File: src/rtl/mem_arb_pkg.sv
// rtl/mem_arb_pkg.sv - shared types and constants for the memory arbiter
//
// Purpose: FSM state encoding, access-size width and the word access code
//          used by mem_arbiter and mem_arb_timer.
// Ports:   none (package).

package mem_arb_pkg;

    typedef enum logic [1:0] {
        IDLE  = 2'd0,
        GNT_I = 2'd1,
        GNT_D = 2'd2,
        DONE  = 2'd3
    } arb_state_t;

    localparam int FUNCT3_W = 3;
    localparam logic [FUNCT3_W-1:0] FUNCT3_WORD = 3'b010;

    // Width of the grant wait counter; TIMEOUT must fit in it.
    localparam int WAIT_W = 8;

endpackage

File: src/rtl/mem_arb_timer.sv
// rtl/mem_arb_timer.sv - grant wait counter with timeout compare
//
// Purpose: counts grant cycles spent waiting for the memory and flags the
//          cycle in which the count would reach the timeout value.
// Ports:   clk      - clock
//          rstn     - synchronous active-low reset
//          clear    - zero the count (grant entry)
//          enable   - this is a waiting grant cycle
//          timeout  - compare value, 1..255
//          expired  - this waiting cycle is the one that reaches timeout

module mem_arb_timer
    import mem_arb_pkg::*;
(
    input  logic              clk,
    input  logic              rstn,
    input  logic              clear,
    input  logic              enable,
    input  logic [WAIT_W-1:0] timeout,
    output logic              expired
);

    logic [WAIT_W-1:0] count;

    always_ff @(posedge clk) begin
        if (!rstn) begin
            count <= '0;
        end else if (clear) begin
            count <= '0;
        end else if (enable) begin
            count <= count + WAIT_W'(1);
        end
    end

    // Expiry is flagged while the count is still one short, so the grant
    // lasts exactly `timeout` cycles before the FSM leaves it.
    assign expired = enable && (count == timeout - WAIT_W'(1));

endmodule

File: src/rtl/mem_arbiter.sv
// rtl/mem_arbiter.sv - two-port round-robin arbiter onto one memory port
//
// Purpose: arbitrates instruction-fetch and load/store requests onto a single
//          shared memory request port, with round-robin on conflict and a
//          grant timeout that completes the access with an error flag.
// Ports:   iClk, iRstN                    - clock, synchronous active-low reset
//          iIReq, iIAddr                  - fetch request and address
//          oIValid, oIRdata               - fetch completion pulse and data
//          iDReq, iDWe, iDAddr, iDWdata,
//          iDFunct3                       - load/store request fields
//          oDValid, oDRdata               - load/store completion and data
//          oErr                           - completion was a timeout
//          oMemReq, oMemWe, oMemAddr,
//          oMemWdata, oMemFunct3          - shared memory request
//          iMemReady, iMemRdata           - memory done and read data

module mem_arbiter
    import mem_arb_pkg::*;
#(
    parameter int DATA_W  = 32,
    parameter int TIMEOUT = 255
) (
    input  logic                iClk,
    input  logic                iRstN,
    input  logic                iIReq,
    input  logic [DATA_W-1:0]   iIAddr,
    output logic                oIValid,
    output logic [DATA_W-1:0]   oIRdata,
    input  logic                iDReq,
    input  logic                iDWe,
    input  logic [DATA_W-1:0]   iDAddr,
    input  logic [DATA_W-1:0]   iDWdata,
    input  logic [FUNCT3_W-1:0] iDFunct3,
    output logic                oDValid,
    output logic [DATA_W-1:0]   oDRdata,
    output logic                oErr,
    output logic                oMemReq,
    output logic                oMemWe,
    output logic [DATA_W-1:0]   oMemAddr,
    output logic [DATA_W-1:0]   oMemWdata,
    output logic [FUNCT3_W-1:0] oMemFunct3,
    input  logic                iMemReady,
    input  logic [DATA_W-1:0]   iMemRdata
);

    localparam logic [WAIT_W-1:0] TIMEOUT_CNT = WAIT_W'(TIMEOUT);

    arb_state_t state, state_next;

    // last_d doubles as "port of the transaction in flight": it is written on
    // every grant, so in DONE it names the port whose valid must pulse.
    logic                last_d;
    logic                we_q;
    logic                err_q;
    logic [DATA_W-1:0]   addr_q;
    logic [DATA_W-1:0]   wdata_q;
    logic [FUNCT3_W-1:0] funct3_q;
    logic [DATA_W-1:0]   irdata_q;
    logic [DATA_W-1:0]   drdata_q;

    logic grant_i, grant_d;
    logic tmr_clear, tmr_en, tmr_expired;
    logic in_gnt, done_ok, done_to;
    logic [DATA_W-1:0] cap_data;

    mem_arb_timer u_timer (
        .clk     (iClk),
        .rstn    (iRstN),
        .clear   (tmr_clear),
        .enable  (tmr_en),
        .timeout (TIMEOUT_CNT),
        .expired (tmr_expired)
    );

    assign in_gnt   = (state == GNT_I) || (state == GNT_D);
    assign done_ok  = in_gnt && iMemReady;
    assign done_to  = in_gnt && !iMemReady && tmr_expired;
    assign cap_data = done_ok ? iMemRdata : '0;

    always_comb begin
        state_next = state;
        grant_i    = 1'b0;
        grant_d    = 1'b0;
        tmr_clear  = 1'b0;
        tmr_en     = 1'b0;
        case (state)
            IDLE: begin
                if (iIReq && iDReq) begin
                    grant_i = last_d;
                    grant_d = !last_d;
                end else begin
                    grant_i = iIReq;
                    grant_d = iDReq;
                end
                if (grant_i) state_next = GNT_I;
                if (grant_d) state_next = GNT_D;
                tmr_clear = grant_i || grant_d;
            end
            GNT_I, GNT_D: begin
                tmr_en = !iMemReady;
                if (done_ok || done_to) state_next = DONE;
            end
            DONE:    state_next = IDLE;
            default: state_next = IDLE;
        endcase
    end

    always_ff @(posedge iClk) begin
        if (!iRstN) begin
            state    <= IDLE;
            last_d   <= 1'b0;
            we_q     <= 1'b0;
            err_q    <= 1'b0;
            addr_q   <= '0;
            wdata_q  <= '0;
            funct3_q <= '0;
            irdata_q <= '0;
            drdata_q <= '0;
        end else begin
            state <= state_next;
            if (grant_i) begin
                last_d   <= 1'b0;
                addr_q   <= iIAddr;
                we_q     <= 1'b0;
                wdata_q  <= '0;
                funct3_q <= FUNCT3_WORD;
            end
            if (grant_d) begin
                last_d   <= 1'b1;
                addr_q   <= iDAddr;
                we_q     <= iDWe;
                wdata_q  <= iDWdata;
                funct3_q <= iDFunct3;
            end
            if (done_ok || done_to) begin
                err_q <= done_to;
                // A completed store leaves oDRdata alone; a timed-out access
                // always reports zero data on its port.
                if (state == GNT_I) begin
                    irdata_q <= cap_data;
                end else if (done_to || !we_q) begin
                    drdata_q <= cap_data;
                end
            end
        end
    end

    assign oMemReq    = in_gnt;
    assign oMemWe     = we_q;
    assign oMemAddr   = addr_q;
    assign oMemWdata  = wdata_q;
    assign oMemFunct3 = funct3_q;
    assign oIValid    = (state == DONE) && !last_d;
    assign oDValid    = (state == DONE) && last_d;
    assign oErr       = (state == DONE) && err_q;
    assign oIRdata    = irdata_q;
    assign oDRdata    = drdata_q;

endmodule

File: config.mk
export PLATFORM = sky130hd
export DESIGN_NAME = mem_arbiter
export DESIGN_NICKNAME = d
export VERILOG_FILES = /design/src/rtl/mem_arb_pkg.sv /design/src/rtl/mem_arb_timer.sv /design/src/rtl/mem_arbiter.sv
export SDC_FILE = /design/constraint.sdc
export NUM_CORES = 1
export LEC_CHECK = 0
export BUFFER_PORTS_ARGS = -buffer_cell sky130_fd_sc_hd__buf_2
export CAP_MARGIN = 10
export CORE_ASPECT_RATIO = 1.5
export CORE_MARGIN = 5
export CORE_UTILIZATION = 45
export DETAILED_ROUTE_END_ITERATION = 12
export PLACE_DENSITY = 0.8
export SYNTH_ARGS = -nofsm -noshare
export SYNTH_HDL_FRONTEND = slang
export SYNTH_SLANG_ARGS = --single-unit
File: constraint.sdc
create_clock -name iClk -period 2.25 [get_ports iClk]
set_input_delay 0.225 -clock iClk [delete_from_list [all_inputs] [get_ports iClk]]
set_output_delay 0.225 -clock iClk [all_outputs]
set_load 0.005 [all_outputs]
==> metrics.cfg <==
[logic_synthesis]
synth_flop_cell = dfxtp_1
synth-seq-area-share_pct = 54.6
netlist_top_cells_area = dfxtp_1, a22o_1, mux2i_1
synth_seq_cells = 144
yosysWarnings = 0
synthAdderAreaFrac_pct = 1.19
synth.area.mux_share_pct = 6.07
ys_types = 36
synth_cells = 517
synth_area_mm2 = 0.00528
async_reset_ff_share_pct = 0
synth_xor_area_share_pct = 1.16
synth_edf_count = 0
synth_compound_area_share_pct = 23.7
yosys.area_share.simple_pct = 8.39
synth_nets = 659
synth.top_cell.area_share_pct = 54.6
synth_top_family_by_area = compound AO/OA/AOI/OAI gates
synth_top_area_cell = dfxtp_1
avgSynthCellArea_um2 = 10.2

[grt]
antenna_found_initial = 0
grt_usage_pct = 21.1
grt_pass1_vias = 5162
grt_max_degree = 66
overflow = 0
grt_first_pass_wirelength_um = 24300

[drt]
wire_per_inst_um = 16.0
drc = 0
num_vias = 4937
drt-pass1-iter-count = 4
routed_wl_um = 15100
drt_iter0_drc = 164
antenna_left = 0
viasPerCell = 5.25

[critical_path]
crit_arrival_ns = 2.27
crit_path_end_kind = flip-flop
path_max_fanout = 32
cp-start-kind = flip-flop
crit_type = reg2reg
path_cells = inv_1, ha_1, nand2_1, nor3_4, buf_4, nand2_1, a21oi_1
worstPathRequired_ns = 2.58
crit_path_frequent_cell = nand2_1
worst_path_max_delay_cell = ha_1
crit_path_max_incr_delay_ns = 0.48

[sta]
hold_viol = 0
clock_skew_ns = 0.0113
max_slew_margin_pct = 59.3
clock.fmax_mhz = 516
finalWorstSetupSlack_ns = 0.311
final-setup-viol-count = 0
rsz0062_at_grt = no
finalCriticalPeriod_ns = 1.94
fin_crit_sh_pct = 86.2
slew_violations = 0
tns_ns = 0
worst_pin_slew_ns = 0.610

[power]
switching_share_pct = 33.0
p_int_mw = 5.80
vdd_drop_max_mv = 0.654
pwr-share-seq_pct = 39.0
clock_power_share_pct = 30.2
comb_power_share_pct = 30.8
leakage_nw = 3.49
p_switching_mw = 2.85
power_density_mw_per_mm2 = 1180

[layout]
diodes = 0
drive_gt1_share_pct = 40.7
seqCellArea_mm2 = 0.00288
nets = 921
area_growth_pct = 38.4
multi_input_area_mm2 = 0.00217
fillers = 974
fin_util_pct = 63.4

[clocking]
cts_setup_buffers = 0
clkLatencyLatePin_ns = 0.41
cts-root-buf = clkbuf_16
numCtsBuffers = 17
hold_buffers = 0
cts_tree = built
post_cts_resized = 0
cts.sinks = 144
htreeDepth = 4
cts_buffer_depth = 2
path_clk_slew_ns = 0.06

[placed_design]
gp_congestion = 0.845
portBuffers = 272
dp_hpwl_um = 11300
pre_cts_ws_ns = 0.0698

[run_status]
outcome = complete, no violations

[floorplan]
io_pins = 273
start_util_pct = 45.8
core_area_mm2 = 0.0115
die_x_um = 98.4
fp-row-count = 48
dieArea_mm2 = 0.0140
die_height_um = 143

[flow_run]
cap_violations = 0

[worst_hold_path]
hp-class = in2reg

## power groups by stage
stage | sequential [mW] | clock, mW | combinational (mW)
after floorplan | 3.45 | 0 | 1.62
after global placement | 3.40 | 0 | 2.54
after detailed placement | 3.41 | 0 | 2.66
after CTS | 3.37 | 2.66 | 2.66
after global routing | 3.44 | 2.78 | 2.97
final | 3.38 | 2.61 | 2.67
## flip-flops by register name (all words and copies together), names as in the netlist
register,count
oMemWdata,32
last_d,1
oDRdata,32
oIRdata,32
oMemWe,1
err_q,1
oMemFunct3,3
oMemAddr,32
u_timer.count,8
state,2
## critical path, delay by kind of cell (launching register included)
family | cells | cell delay, ns
compound gates | 1 | 0.15
flops | 1 | 0.36
simple gates | 3 | 0.47
fa+ha+maj | 1 | 0.48
buf+inv | 2 | 0.40
## Yosys cell counts (2+ instances only)
library cell    n
xor2_1          5
nand4_1         3
ha_1            5
a22o_1         67
inv_1           5
nor2b_1         2
nand2_1        39
nand2b_1        2
a211oi_1       34
a21oi_1        37
nor2_1         47
clkbuf_1       13
mux2i_1        32
dfxtp_1       144
xnor2_1         2
o21ai_1        32
buf_6           6
buf_2          17
buf_4           4
and2_1          3
o21ai_0         3
## kinds of logic (layout without fill, tap and decap cells)
family	Yosys count	after routing
mux	32	32
simple gates	103	103
fa+ha+maj	5	5
compound gates	179	179
buf+inv	47	321
flops	144	144
xor+xnor	7	7
## per-layer routing
metal  vias to the layer above  share of wire (%)  GRT usage [%]
li1                       2395                  -              -
met1                      2278                 38           22.3
met2                       227                 51           37.1
met3                        37                8.3           6.84
met4                         0                2.7           11.2
met5                         -                  0              0
## path summary, 6_finish.rpt
| path | start | endpoint | slack [ns] | depth (start not counted) |
|---|---|---|---|---|
| min | iDWdata[16] | oMemWdata[16] | 0.03 | 2 |
| max reg2reg | state[1] | oDRdata[26] | 0.31 | 7 |
| max | state[1] | oDRdata[26] | 0.31 | 7 |
| min reg2reg | oIRdata[15] | oIRdata[15] | 0.47 | 1 |
## cells in the final DEF, fill, tap and decap left out, types with 2 or more instances in the layout
master,synthesis,final
nand2_1,39,39
nor2_2,1,2
nand4_1,3,3
a21oi_1,37,36
xnor2_1,2,2
a211oi_1,34,34
buf_2,17,272
o21ai_1,32,32
o21ai_0,3,3
inv_1,5,5
dfxtp_1,144,144
nor2_1,47,45
xor2_1,5,5
buf_4,4,10
clkbuf_16,0,17
clkbuf_1,13,2
ha_1,5,5
nand2b_1,2,2
a22o_1,67,67
nor2b_1,2,2
clkinvlp_4,0,4
mux2i_1,32,32
inv_6,0,2
clkinv_4,0,3
and2_1,3,3
## through the flow
step / total power [mW] / cell area, um2 / hold slack (ns) / instances
after global placement: 5.95 / 6720 / 0.440 / 909
after detailed placement: 6.07 / 6720 / 0.446 / 909
final: 8.66 / 7310 / 0.0288 / 941
after CTS: 8.70 / 7280 / 0.0120 / 940
after floorplan: 5.07 / 5280 / 0.339 / 517
after global routing: 9.18 / 7310 / 0.0127 / 941
## final cells by class
cell class | count | share of cell area, %
flip-flops and latches | 144 | 39.5
inverters | 6 | 0.308
well taps | 150 | 2.57
repair buffers | 284 | 20.3
multi-input cells | 326 | 29.7
clock inverters | 11 | 1.49
clock buffers | 20 | 6.11
Power figures use the tool's default switching activity.
